<file path="src/rtl/regfile_scoreboard.sv">
// Integer register file with per-entry busy scoreboard and post-reset clearing sweep.
// Optional same-cycle write-to-read bypass enabled by defining RF_BYPASS_EN.
module regfile_scoreboard #(
    parameter int unsigned XLEN = 32,
    parameter int unsigned AW   = 5
) (
    input  logic            clk,
    input  logic            rst,
    output logic            ready,
    input  logic [AW-1:0]   rd_addr1,
    input  logic [AW-1:0]   rd_addr2,
    output logic [XLEN-1:0] rd_data1,
    output logic [XLEN-1:0] rd_data2,
    output logic            rd_busy1,
    output logic            rd_busy2,
    input  logic            we,
    input  logic [AW-1:0]   wr_addr,
    input  logic [XLEN-1:0] wr_data,
    input  logic            claim_en,
    input  logic [AW-1:0]   claim_addr,
    output logic [AW:0]     pending_cnt
);

    localparam int unsigned DEPTH = 1 << AW;
    localparam int unsigned CW    = AW + 1;
    localparam logic [AW-1:0] LAST_IDX = AW'(DEPTH - 1);

    typedef enum logic {INIT, RUN} state_t;

    state_t            state, state_nxt;
    logic [AW-1:0]     idx;
    logic [XLEN-1:0]   mem [DEPTH];
    logic [DEPTH-1:0]  busy, busy_nxt;
    logic [CW-1:0]     cnt_nxt;
    logic              wr_ok, cl_ok, inc, dec;

    // State register plus the registered status outputs
    always_ff @(posedge clk or posedge rst) begin
        if (rst) begin
            state       <= INIT;
            ready       <= 1'b0;
            idx         <= '0;
            busy        <= '0;
            pending_cnt <= '0;
        end else begin
            state       <= state_nxt;
            ready       <= (state_nxt == RUN);
            busy        <= busy_nxt;
            pending_cnt <= cnt_nxt;
            if (state == INIT) begin
                idx <= idx + AW'(1);
            end
        end
    end

    // Next state, accepted write/claim, scoreboard update
    always_comb begin
        state_nxt = state;
        wr_ok     = 1'b0;
        cl_ok     = 1'b0;
        case (state)
            INIT: begin
                if (idx == LAST_IDX) begin
                    state_nxt = RUN;
                end
            end
            RUN: begin
                wr_ok = we && (wr_addr != '0);
                cl_ok = claim_en && (claim_addr != '0);
            end
            default: state_nxt = INIT;
        endcase

        // A claim on the same edge as a write wins: a new producer has issued
        busy_nxt = busy;
        if (wr_ok) begin
            busy_nxt[wr_addr] = 1'b0;
        end
        if (cl_ok) begin
            busy_nxt[claim_addr] = 1'b1;
        end
        inc     = cl_ok && !busy[claim_addr];
        dec     = wr_ok && busy[wr_addr] && !(cl_ok && (claim_addr == wr_addr));
        cnt_nxt = pending_cnt + CW'(inc) - CW'(dec);
    end

    // Storage has no reset; the sweep zeroes it before ready rises
    always_ff @(posedge clk) begin
        if (state == INIT) begin
            mem[idx] <= '0;
        end else if (wr_ok) begin
            mem[wr_addr] <= wr_data;
        end
    end

    always_comb begin
        rd_data1 = '0;
        rd_busy1 = 1'b0;
        if (ready && (rd_addr1 != '0)) begin
            rd_data1 = mem[rd_addr1];
            rd_busy1 = busy[rd_addr1];
`ifdef RF_BYPASS_EN
            if (we && (wr_addr == rd_addr1)) begin
                rd_data1 = wr_data;
                rd_busy1 = 1'b0;
            end
`endif
        end
    end

    always_comb begin
        rd_data2 = '0;
        rd_busy2 = 1'b0;
        if (ready && (rd_addr2 != '0)) begin
            rd_data2 = mem[rd_addr2];
            rd_busy2 = busy[rd_addr2];
`ifdef RF_BYPASS_EN
            if (we && (wr_addr == rd_addr2)) begin
                rd_data2 = wr_data;
                rd_busy2 = 1'b0;
            end
`endif
        end
    end

endmodule
</file>
<file path="config.mk">
export PLATFORM = sky130hd
export DESIGN_NAME = regfile_scoreboard
export DESIGN_NICKNAME = d
export VERILOG_FILES = /design/src/rtl/regfile_scoreboard.sv
export SDC_FILE = /design/constraint.sdc
export NUM_CORES = 1
export LEC_CHECK = 0
export ABC_CLOCK_PERIOD_IN_PS = 4600
export CORE_MARGIN = 1
export CORE_UTILIZATION = 40
export DETAILED_ROUTE_END_ITERATION = 8
export PLACE_DENSITY = 0.68
export SLEW_MARGIN = 20
export SYNTH_ARGS = -nofsm -noshare
export SYNTH_HDL_FRONTEND = slang
export SYNTH_SLANG_ARGS = --single-unit
export TNS_END_PERCENT = 50
</file>
<file path="constraint.sdc">
create_clock -name clk -period 4.6 [get_ports clk]
set_clock_uncertainty 0.15 [all_clocks]
set_input_delay 0.69 -clock clk [delete_from_list [all_inputs] [get_ports clk]]
set_output_delay 0.69 -clock clk [all_outputs]
set_load 0.01 [all_outputs]
</file>
### After elaboration in Yosys (flattened, before gate mapping)

Memories as Yosys holds them, arrays and structs flattened.
Cells that the tools add are included.

| storage, ports and cells | value |
|---|---|
| memories kept | 1 |
| output and inout bits | 73 |
| word-level logic and storage cells | 65 |
| register bits | 44 |
| bits in writable memories | 1024 |

| cells by class | value |
|---|---|
| reductions and logical operators | 17 |
| $lt $le $gt $ge | 6 |
| mux-type cells | 29 |
| add/sub/neg operators | 3 |
| bitwise logic cells | 3 |
| eq/ne operators | 2 |

Memories:

| memory | depth | width | rd ports | clocked after memory_dff | wr ports | RTL line | RTL |
|---|---|---|---|---|---|---|---|
| mem | 32 | 32 | 2 | 0 | 1 | 32 | `logic [XLEN-1:0] mem [DEPTH];` |

Operators with widths:

| kind | number |
|---|---|
| 2-to-1 mux 32 bit | 5 |
| AND 32 bit | 1 |
| inverter 32 bit | 1 |
| bitwise OR 32 bit | 1 |
| OR reduction 32 bit | 1 |
| < comparator 5 x 6 -> 1 bit (second input constant) | 4 |
| binary-select mux 1 bit (select 5 bit) | 4 |
| nonzero test 5 bit | 4 |
| 2-to-1 mux 1 bit | 17 |
| demux 1 bit (select 5 bit) | 2 |
| >= comparator 5 x 1 -> 1 bit (second input constant) | 2 |
| logical AND 1 bit | 10 |
| adder 6 x 1 -> 6 bit | 1 |
| subtractor 6 x 1 -> 6 bit | 1 |
| adder 5 x 1 -> 5 bit (second input constant) | 1 |
| == test 5 bit | 1 |
| == test 5 bit (second input constant) | 1 |
| 2-to-1 mux 5 bit | 1 |
| logical NOT 1 bit | 2 |

### Longest topological paths before layout

Gate-level depths: netlist of run 1.

| logic depth | value |
|---|---|
| depth in word-level cells | 9 |
| mapped depth | 15 |
| depth with buffers taken out | 13 |

### Worst setup path after synthesis of run 1

Ideal clock, no wire load.

| path | value |
|---|---|
| kind | input port to flip-flop |
| start | input wr_addr[4] |
| end | memory mem[17][0], enable pin |
| required time | 4029 ps |
| path buffers | 2 |
| path slack | 844 ps |
| cell stages on the path | 6 |
| data arrival time | 3185 ps |
| library setup time | 421 ps |
| cells stage by stage | buf_2 > nor3_1 > a21oi_1 > buf_2 > o41a_1 > nor2_1 |

| on the way | value |
|---|---|
| longest elaborated chain between the ends | 8 |
| elaborated cells between the ends (all ways) | 9 |
| those cells by class | 6 x mux; 3 x reduce/logical |

RTL lines:

| item | RTL line | RTL |
|---|---|---|
| start: declaration | 17 | `input logic [AW-1:0] wr_addr,` |
| nonzero test 5 bit | 68 | `wr_ok = we && (wr_addr != '0);` |
| logical AND 1 bit | 68 |  |
| 2-to-1 mux 1 bit | 61 | `case (state)` |
| 2-to-1 mux 1 bit | 91 | `end else if (wr_ok) begin` |
| 2-to-1 mux 1 bit | 89 | `if (state == INIT) begin` |
| 2-to-1 mux 1 bit (implied by the code) | 92 | `mem[wr_addr] <= wr_data;` |
| OR reduction 32 bit (no line) | n/a |  |
| 2-to-1 mux 5 bit (no line) or 2-to-1 mux 1 bit (tied branches) | n/a |  |
| end: declaration | 32 |  |

Several ways; a longest one is shown, not always the timed one.

### Final worst setup path of run 1

| path | value |
|---|---|
| start | input rd_addr1[0] |
| end | output rd_data1[0] |

| on the way | value |
|---|---|
| longest elaborated chain between the ends | 3 |
| elaborated cells between the ends (all ways) | 4 |
| those cells by class | 1 x mux; 2 x reduce/logical; 1 x memory |

RTL lines:

| item | RTL line | RTL |
|---|---|---|
| start: declaration | 10 | `input logic [AW-1:0] rd_addr1,` |
| parallel branches: the longest is 2 deep, another holds memory (32 x 32 bit) | n/a |  |
| 2-to-1 mux 32 bit * | 99 | `if (ready && (rd_addr1 != '0)) begin` |
| end: declaration | 12 | `output logic [XLEN-1:0] rd_data1,` |

Mark *: on every way between the ends.

==> run_results.csv, run 1 <==
group,metric,value,unit
outcome,status,"completed",
setup_path,crit_family,"buffers and inverters",
routing,wire_per_inst,31.7,um
setup_path,end_kind,"output pin",
power,ir_drop,0.291,mV
placement,dpl_cell_area,55900,um^2
setup_path,cp_num_buf_inv,4,
synth,synth.avg_cell_area,18.4,um^2
routing,vias,29849,
setup_path,path_cells,"buf_8 > buf_12 > buf_4 > mux4_2 > mux2i_1 > o22ai_1 > or2_1 > clkdlybuf4s50_1",
layout,syn2layout_area_growth,15.9,%
setup_path,ff2ff_setup_slack,1.26,ns
die,die_w,359,um
power,powerDensity,362,nW/um^2
synth,ys_ff_latch,1068,
cts,cts_tree,"yes",
timing,relSlewSlack,21.3,%
die,die_y,359,um
layout,final_nets,3090,
power,intPower,16.3,mW
setup_path,max_stage_delay,0.53,ns
setup_path,required,3.76,ns
synth,synth_cell_types,57,
setup_path,startpoint_type,"primary input",
global_routing,grt_overflow,0,
die,ios,129,
setup_path,r2r-start,"state",
timing,grt_setup_unrepaired,"false",
timing,tightest_slew,1.17,ns
timing,timing.final.crit_period,4.29,ns
setup_path,worstRegToRegCells,11,
job,drv_cap,0,
timing,fin_crit_sh,93.2,%
placement,portBuffers,128,
routing,drt_pass1_iterations,5,
layout,drive_gt1_share,29.9,%
setup_path,crit_start,"rd_addr1[0]",
layout,finalInstanceArea,59200,um^2
cts,clock-root-buffer,"clkbuf_16",
power,seqPwrFrac,50.6,%
timing,max_freq,233,MHz
cts,h-tree-depth,3,
synth,synth_nets,2834,
synth,netlist_area,51100,um^2
power,p_sw_share,24.0,%
power,switchingPower,5.14,mW
die,core_area,126000,um^2
power,p_leak,21.1,nW
cts,cts_buffers,106,
routing,route.detailed.drc,0,
power,finalPower,21.4,mW
synth,ys.flop_type,"edfxtp_1",
hold_path,holdPathStages,0,
layout,n_antenna_cell,0,
hold_path,hold_class,"register to register",
timing,hold_viol,0,
die,num_rows,130,
cts,clk_pin_slew_worst_paths,0.06,ns
setup_path,r2r-end,"pending_cnt[5]",
global_routing,grt_usage,23.3,%
timing,setup_tns,0,ns
synth,ys.warnings.count,0,
synth,syn_inst,2769,
global_routing,antenna_found_initial,3,
cts,cts_setup_buffers,3,
die,die_area,129000,um^2
routing,drtAntennaViolNets,0,
synth,async_flop_share,4.12,%
global_routing,grt_pass1_wl,217,mm
layout,final_cell_count_no_fill,4757,
global_routing,grt_pass1_vias,30388,
placement,dpl.cell_count,4564,
cts,cts_sinks,1068,
timing,holdWs,0.286,ns
cts,cts_resized,0,
hold_path,worstHoldStart,"busy[0]",
setup_path,path_class,"primary input to output pin",
cts,ctsHoldBuffers,0,
routing,vias_per_cell,6.27,
routing,wirelength,151,mm
setup_path,cp_slowest_cell,"clkdlybuf4s50_1",
cts,clk_path_buf_depth,3,
global_routing,grt_max_degree,69,
placement,place_congestion,0.888,
power,clock_power_share,38.7,%
power,pwr-share-comb,10.7,%
routing,drtIter0Drc,3651,
setup_path,arrival,3.45,ns
synth,synth-edff-count,1024,
die,initial_core_util,40.5,%
cts,clock_latency,0.71,ns
hold_path,holdPathEnd,"busy[0]",
synth,ys_seq_area_share,62.4,%
timing,setup_viol,0,
setup_path,cp_max_fo,20,
timing,maxSlewViolCount,0,
placement,hpwl,95.6,mm
routing by layer:
layer  vias to the layer above  GRT usage, %  wire length, um  part of all wire [%]
met5                         -             0               13                0.0086
met3                       304          3.99            12800                   8.5
met2                      1525          38.9            74600                    49
met4                         2          8.42             5610                   3.7
li1                      12177             -                -                     -
met1                     15841          30.7            57800                    38
registers in the layout (all words and copies together), names as in the netlist:
name / flops
busy: 32
state: 1
idx: 5
pending_cnt: 6
mem: 1024
cell families (layout without fill, tap and decap cells):
family / after synthesis / count (layout) / share of synthesized area (%)
flip-flops: 1068 / 1068 / 62.4
multiplexers: 865 / 865 / 28.2
AND/OR/NAND/NOR: 341 / 341 / 3.42
AO/OA/AOI/OAI: 259 / 259 / 3.29
buffers and inverters: 216 / 554 / 2.29
XOR/XNOR: 11 / 11 / 0.189
adder cells (fa/ha/maj): 9 / 9 / 0.235
metrics by stage:
stage | util (%) | setup slack, ns
final | 46.9 | 0.312
after global routing | 46.9 | 0.231
after CTS | 46.9 | 0.316
after detailed placement | 44.3 | -0.0138
after global placement | 44.3 | -0.0839
after floorplan | - | 0.844
area by class of cell:
class / count / area, um^2
Tap cell: 1650 / 2060
Timing Repair Buffer: 352 / 3630
Sequential cell: 1068 / 31900
Clock buffer: 123 / 2720
Inverter: 12 / 45.0
Clock inverter: 67 / 539
Multi-Input combinational cell: 1485 / 18400
Fill cell: 10564 / 67000
cells in the final DEF, fill, tap and decap left out, types with 47 or more instances in the layout:
cell and count:
clkbuf_16 106, mux4_2 455, mux2i_1 359, buf_4 173, edfxtp_1 1024, a21oi_1 47, clkdlybuf4s50_1 122, nand3_1 54
buf_12 51, nand2_1 103, o21ai_0 64, mux2_2 51
worst reg2reg max path, delay by kind of cell, from the launching register on:
kind | cells | cell delay [ns]
AOI/OAI and AO/OA | 5 | 1.22
adders and majority gates | 2 | 0.43
buffers and inverters | 2 | 0.39
DFF | 1 | 0.57
and+or+nand+nor | 2 | 0.48
synthesized netlist by cell type (6+ instances only):
cell type / count / share of area (%)
nand2_1: 103 / 0.76
nor2b_1: 16 / 0.20
a22oi_1: 46 / 0.68
mux4_2: 455 / 20
nor2_1: 42 / 0.31
o22ai_1: 40 / 0.49
nand3b_1: 13 / 0.19
buf_6: 15 / 0.33
o22a_1: 22 / 0.38
nand3_1: 56 / 0.55
mux2_2: 51 / 1.1
buf_2: 93 / 0.91
nand2b_1: 6 / 0.073
and2_1: 39 / 0.48
clkbuf_1: 56 / 0.41
o221ai_1: 24 / 0.41
inv_1: 12 / 0.088
o21ai_0: 64 / 0.63
or2_1: 20 / 0.24
nand4_1: 23 / 0.28
buf_4: 33 / 0.49
ha_1: 8 / 0.20
mux2i_1: 359 / 7.0
edfxtp_1: 1024 / 60
a21oi_1: 48 / 0.47
dfrtp_1: 44 / 2.2
xnor2_1: 9 / 0.15
worst max path at each step:
stage	end	slack [ns]	cells after the start
after detailed placement	rd_data2[17]	-0.01	5
after CTS	rd_data1[30]	0.32	6
after global routing	rd_data1[19]	0.23	7
final	rd_data1[0]	0.31	8
after floorplan	mem[17][0]	0.84	6
after global placement	rd_data2[17]	-0.08	5
power by group through the flow:
stage	logic [mW]	clock network [mW]	registers, mW
after global routing	2.44	8.72	10.8
after CTS	2.31	8.38	10.8
after global placement	2.28	0	11.0
after floorplan	1.37	0	11.0
after detailed placement	2.30	0	11.0
final	2.30	8.30	10.8
No activity file was read; power rests on OpenSTA's default activity.
==> inputs of run 2 (changes only) <==
CTS_CLUSTER_DIAMETER = 100   (was not set)
SKIP_LAST_GASP = 1   (was not set)
==> results of run 2 <==
Same layout as run 1: the final DEF is identical, and so are final timing and power.
==> RTL edit 1 (settings of run 1) <==
Add a define of `RF_BYPASS_EN`.
--- a/src/rtl/regfile_scoreboard.sv
+++ b/src/rtl/regfile_scoreboard.sv
@@ -1,5 +1,7 @@
 // Integer register file with per-entry busy scoreboard and post-reset clearing sweep.
 // Optional same-cycle write-to-read bypass enabled by defining RF_BYPASS_EN.
+`define RF_BYPASS_EN
+
 module regfile_scoreboard #(
     parameter int unsigned XLEN = 32,
     parameter int unsigned AW   = 5
Function: no difference found for any inputs over 4 cycles, from zero or initial values and one cycle with rst high; that may be too few to reach the edited logic, so the function may still have changed.
==> RTL edit 1 against run 1 <==
- power increased by 3.3%
- non-clock buffer count rose by 17
- synthesized area up 0.92%
- sequential cell count did not move
- register-to-register slack got worse by 130 ps
- fmax decreased by 4.9%
- clock power increased by 6.1%
- largest power group unchanged
- setup slack got worse by 220 ps
- hold slack worse by 14 ps
- final cell count up 4.9%
- routed wire length rose by 5.8%
- design area increased by 1.6%
- via count up 9.8%
- highest routed layer unchanged
- critical path type unchanged
==> RTL edit 1: results (changes against run 1) <==
largest vdd supply drop 0.3469 mV (was 0.2909 mV); biggest regs mem (1024), busy (32), pending_cnt (6) (unchanged); sequential share of the synthesized area 61.79% (was 62.36%); fraction of layout cells with a size suffix above 1 24.54% (was 29.87%); setup ws final 91.70 ps (was 311.7 ps); worst-path fanout max 15 (was 20); first-pass GRT wire length 230,300 um (was 217,300 um); largest net degree at the start of global routing 61 (was 69); drt total wl 159,600 um (was 150,800 um); HP Class in2async (was reg2reg); Vias/cell 6.571 (was 6.275); routed length per placed instance 32.00 um (was 31.71 um); First DRT Iteration DRCs 4,161 (was 3,651); Most used DFF post-synth edfxtp_1 (unchanged); utilization after layout 47.10% (was 46.90%); EDFF count, synth 1,024 (unchanged); YS warnings 0 (unchanged); R2R setup slack 1130 ps (was 1260 ps); First-pass DRT Iterations 5 (unchanged); fin nets 3,305 (was 3,090); status complete, no violations (unchanged); Yosys cell types 63 (was 57); port bufs 128 (unchanged); CP arrival 3670 ps (was 3450 ps); Longest Clk Path Bufs 3 (unchanged); Clk Tree Root Cell clkbuf_16 (unchanged); top post-synthesis cells by area edfxtp_1 (60%), mux4_2 (15%), mux2i_1 (7.6%) (was edfxtp_1 (60%), mux4_2 (20%), mux2i_1 (7.0%)); post-synth net total 3,075 (was 2,834); worst slack, placed -161.1 ps (was -13.83 ps); leakage power 0.02146 uW (was 0.02110 uW); GPL Wtd Cong 0.8721 (was 0.8878); top cells by count, synth edfxtp_1 (1,024), mux2i_1 (389), mux4_2 (351) (was edfxtp_1 (1,024), mux4_2 (455), mux2i_1 (359)); DP Area 0.05652 mm2 (was 0.05591 mm2); vias in the first global route 32,960 (was 30,390); CTS H-tree lvls 3 (unchanged); Fill cells 10,580 (was 10,560); Total GRT Usage 24.27% (was 23.32%); ys async rst share 4.120% (unchanged); cts bufs inserted 110 (was 106); Detailed Place HPWL 98,070 um (was 95,650 um); cell count after placement 4,779 (was 4,564); Post-Syn Instances 3,010 (was 2,769); initial antenna violation count 4 (was 3); slew margin rel. 21.14% (was 21.31%); CTS clock-pin slew for the worst setup and hold paths 60 ps (about the same)
[RTL edit 1: cell types whose count changed in the layout (fill, tap and decap cells not counted), sizes merged, moves of 34 or more]
cell    delta
a221oi   +190
o21ai    +120
mux4      -96
nand2     -88
a21oi     +82
a22oi     +80
a211o     +60
mux2      -47
nand3     -47
o22ai     -34
[RTL edit 1: final cells by class]
type	count	area share, %
clock buffer	135	4.733
timing repair buffer	369	6.795
sequential	1068	52.96
clock inverter	62	1.051
tap	1662	3.458
inverter	29	0.1893
multi-input combinational	1662	30.80
antenna	2	0.008322
[RTL edit 1: final timing paths]
kind,startpoint,endpoint,depth (start not counted)
max reg2reg,state,pending_cnt[4],14
max,rd_addr2[2],rd_data2[18],8
min reg2reg,busy[0],busy[0],0
max in group asynchronous,rst,busy[16],3
min in group clk,busy[0],busy[0],0
min,rst,pending_cnt[5],3
[RTL edit 1: kinds of logic after synthesis]
kind of cell,after synthesis,synth area share [%]
flip-flops,1068,61.79
multiplexers,752,23.38
AO/OA/AOI/OAI,722,9.590
buffers and inverters,282,3.012
AND/OR/NAND/NOR,154,1.600
XOR/XNOR,23,0.3908
adder cells (fa/ha/maj),9,0.2330
[RTL edit 1: metrics by stage]
stage / hold slack [ps] / power [uW]
global placement: 311.0 / 13470
CTS: 252.3 / 22200
global route: 323.0 / 22720
detailed placement: 316.2 / 13500
floorplan: 331.4 / 12480
finish: 271.1 / 22150
[RTL edit 1: critical path, stage by stage]
cell and delay (ps):
clkdlybuf4s50_1 390, buf_4 200, nor2b_2 860, a221oi_1 210
o21ai_0 200, a21oi_1 180, a211o_1 400, clkdlybuf4s50_1 520
[RTL edit 1: power by group]
group,total [uW],internal [uW],switching [uW]
registers,10800,10800,71.7
logic,2520,1080,1440
clock network,8810,4950,3850
total,22100,16800,5360
[RTL edit 1: metal layers]
layer / GRT usage, % / vias up / share of wire [%]
li1: - / 13300 / -
met1: 32.77 / 17100 / 39
met2: 38.45 / 1976 / 47
met3: 4.604 / 399 / 9.7
met4: 10.27 / 2 / 4.5
met5: 0 / - / 0.0081
[RTL edit 1: repair_timing]
action                     4_1_cts  5_1_grt
pin swaps                        1        1
gates cloned                     2        0
setup endpoints to repair       15        8
buffers inserted                 0        9
resized for setup                0        2
==> RTL edit 2 (settings of run 1) <==
Made on the original files. Put one more register stage on the output `pending_cnt`. The value now appears one clock later. The other outputs are not delayed to match.
--- a/src/rtl/regfile_scoreboard.sv
+++ b/src/rtl/regfile_scoreboard.sv
@@ -27,6 +27,8 @@
 
     typedef enum logic {INIT, RUN} state_t;
 
+    logic [AW:0] pending_cnt_s0;
+
     state_t            state, state_nxt;
     logic [AW-1:0]     idx;
     logic [XLEN-1:0]   mem [DEPTH];
@@ -41,12 +43,12 @@
             ready       <= 1'b0;
             idx         <= '0;
             busy        <= '0;
-            pending_cnt <= '0;
+            pending_cnt_s0 <= '0;
         end else begin
             state       <= state_nxt;
             ready       <= (state_nxt == RUN);
             busy        <= busy_nxt;
-            pending_cnt <= cnt_nxt;
+            pending_cnt_s0 <= cnt_nxt;
             if (state == INIT) begin
                 idx <= idx + AW'(1);
             end
@@ -81,7 +83,7 @@
         end
         inc     = cl_ok && !busy[claim_addr];
         dec     = wr_ok && busy[wr_addr] && !(cl_ok && (claim_addr == wr_addr));
-        cnt_nxt = pending_cnt + CW'(inc) - CW'(dec);
+        cnt_nxt = pending_cnt_s0 + CW'(inc) - CW'(dec);
     end
 
     // Storage has no reset; the sweep zeroes it before ready rises
@@ -123,4 +125,8 @@
         end
     end
 
+    always_ff @(posedge clk) begin
+        pending_cnt <= pending_cnt_s0;
+    end
+
 endmodule
Function: no difference found for any inputs over 4 cycles, from zero or initial values and one cycle with rst high; that may be too few to reach the edited logic, so the function may still have changed.
==> RTL edit 2 against run 1 <==
- power grew 2.9%
- critical endpoint is now rd_data2[3]
- routed wire length grew 2.3%
- setup slack worse by 140 ps
- design area up 0.17%
- largest power group unchanged
- register-to-register slack lost 190 ps
- sequential cell count rose by 6
- synthesized area up 0.24%
- clock power rose by 6.6%
- count of clock-buffer cells in the layout is 10 higher
==> RTL edit 2: results (changes against run 1) <==
worst slack, placed 246.1 ps (was -13.83 ps); Reg2Reg Depth 6 (was 11); XOR/XNOR Fraction of Synth Area 0.1882% (was 0.1886%); CP arrival 3590 ps (was 3450 ps); GR Layer Usage met1 32.77% (was 30.66%); Synth Area in Compound Gates 3.287% (was 3.295%); cts bufs inserted 108 (was 106); drt total wl 154,300 um (was 150,800 um); Yosys cell types 58 (was 57); leakage power 0.02103 uW (was 0.02110 uW); Detail Route met2 WL 72,170 um (was 74,550 um); post-synth net total 2,840 (was 2,834); sequential share of the synthesized area 62.44% (was 62.36%); largest vdd supply drop 0.3263 mV (was 0.2909 mV); Critical-path top delay cell or4b_2 (was clkdlybuf4s50_1); first-pass GRT wire length 220,600 um (was 217,300 um); Worst Setup SP state (was rd_addr1[0]); vias in the first global route 30,310 (was 30,390); GR Util met2 37.47% (was 38.95%); Seq/total area 53.91% (was 53.80%); clk cell area share 6.015% (was 5.499%); Switching Fraction 23.58% (was 23.98%); clock buffer count in the final layout 133 (was 123); slowest stage delay, CP 1000 ps (was 530 ps); met3 Resource Use GR 5.441% (was 3.987%); fraction of area in multi-input gates 30.95% (was 31.00%); Clock Sinks 1,074 (was 1,068); die area 0.1294 mm2 (was 0.1291 mm2); top post-synthesis cells by area edfxtp_1 (60%), mux4_2 (20%), mux2i_1 (7.0%) (unchanged); diode count 1 (was 0); Met1 Routed Length 60,670 um (was 57,830 um); Vias/cell 6.354 (was 6.275); Layout non-clock buf frac 5.562% (was 6.133%); post-synthesis adder-cell area fraction 0.2346% (was 0.2352%); r2r endpoint mem[31][29] (was pending_cnt[5]); HP Start pending_cnt_s0[0] (was busy[0]); Hold Path Sink pending_cnt[0] (was busy[0]); fin nets 3,052 (was 3,090); setup ws final 174.7 ps (was 311.7 ps); initial antenna violation count 8 (was 3); status complete, no violations (unchanged); mux cell area share after synthesis 28.15% (was 28.22%); Detailed Place HPWL 92,560 um (was 95,650 um); fraction of layout cells with a size suffix above 1 29.12% (was 29.87%); R2R setup slack 1070 ps (was 1260 ps); First DRT Iteration DRCs 3,885 (was 3,651); largest net degree at the start of global routing 82 (was 69); CP delay by family, top simple AND/OR/NAND/NOR gates (was buffers and inverters); Non-clk bufs 306 (was 352); biggest regs mem (1024), busy (32) (was mem (1024), busy (32), pending_cnt (6)); ys async rst share 4.097% (was 4.120%); DP Area 0.05573 mm2 (was 0.05591 mm2); GPL Wtd Cong 0.9186 (was 0.8878); First-pass DRT Iterations 8 (was 5)
RTL edit 2: cell count changes in the layout (fill, tap and decap cells not counted), sizes merged:
cell      before  now
clkinv        53   46
diode          0    1
clkinvlp       3    8
bufinv         5   11
clkbuf       123  133
inv           18   14
dfxtp          0    6
buf          230  184
RTL edit 2: power groups by stage:
stage	Combinational [uW]	Clock, uW	Sequential, uW
floorplan	1370	0	11100
global placement	2250	0	11100
detailed placement	2270	0	11100
CTS	2290	8960	10900
global route	2420	9310	10900
finish	2290	8850	10900
RTL edit 2: metrics by stage:
| step | std cells | hold WS [ps] | utilization (%) |
|---|---|---|---|
| floorplan | 2775 | 203.2 | - |
| global placement | 4527 | 220.5 | 44.15 |
| detailed placement | 4527 | 223.1 | 44.15 |
| CTS | 4727 | 236.5 | 46.98 |
| global route | 4727 | 239.3 | 46.98 |
| finish | 4728 | 238.6 | 46.98 |
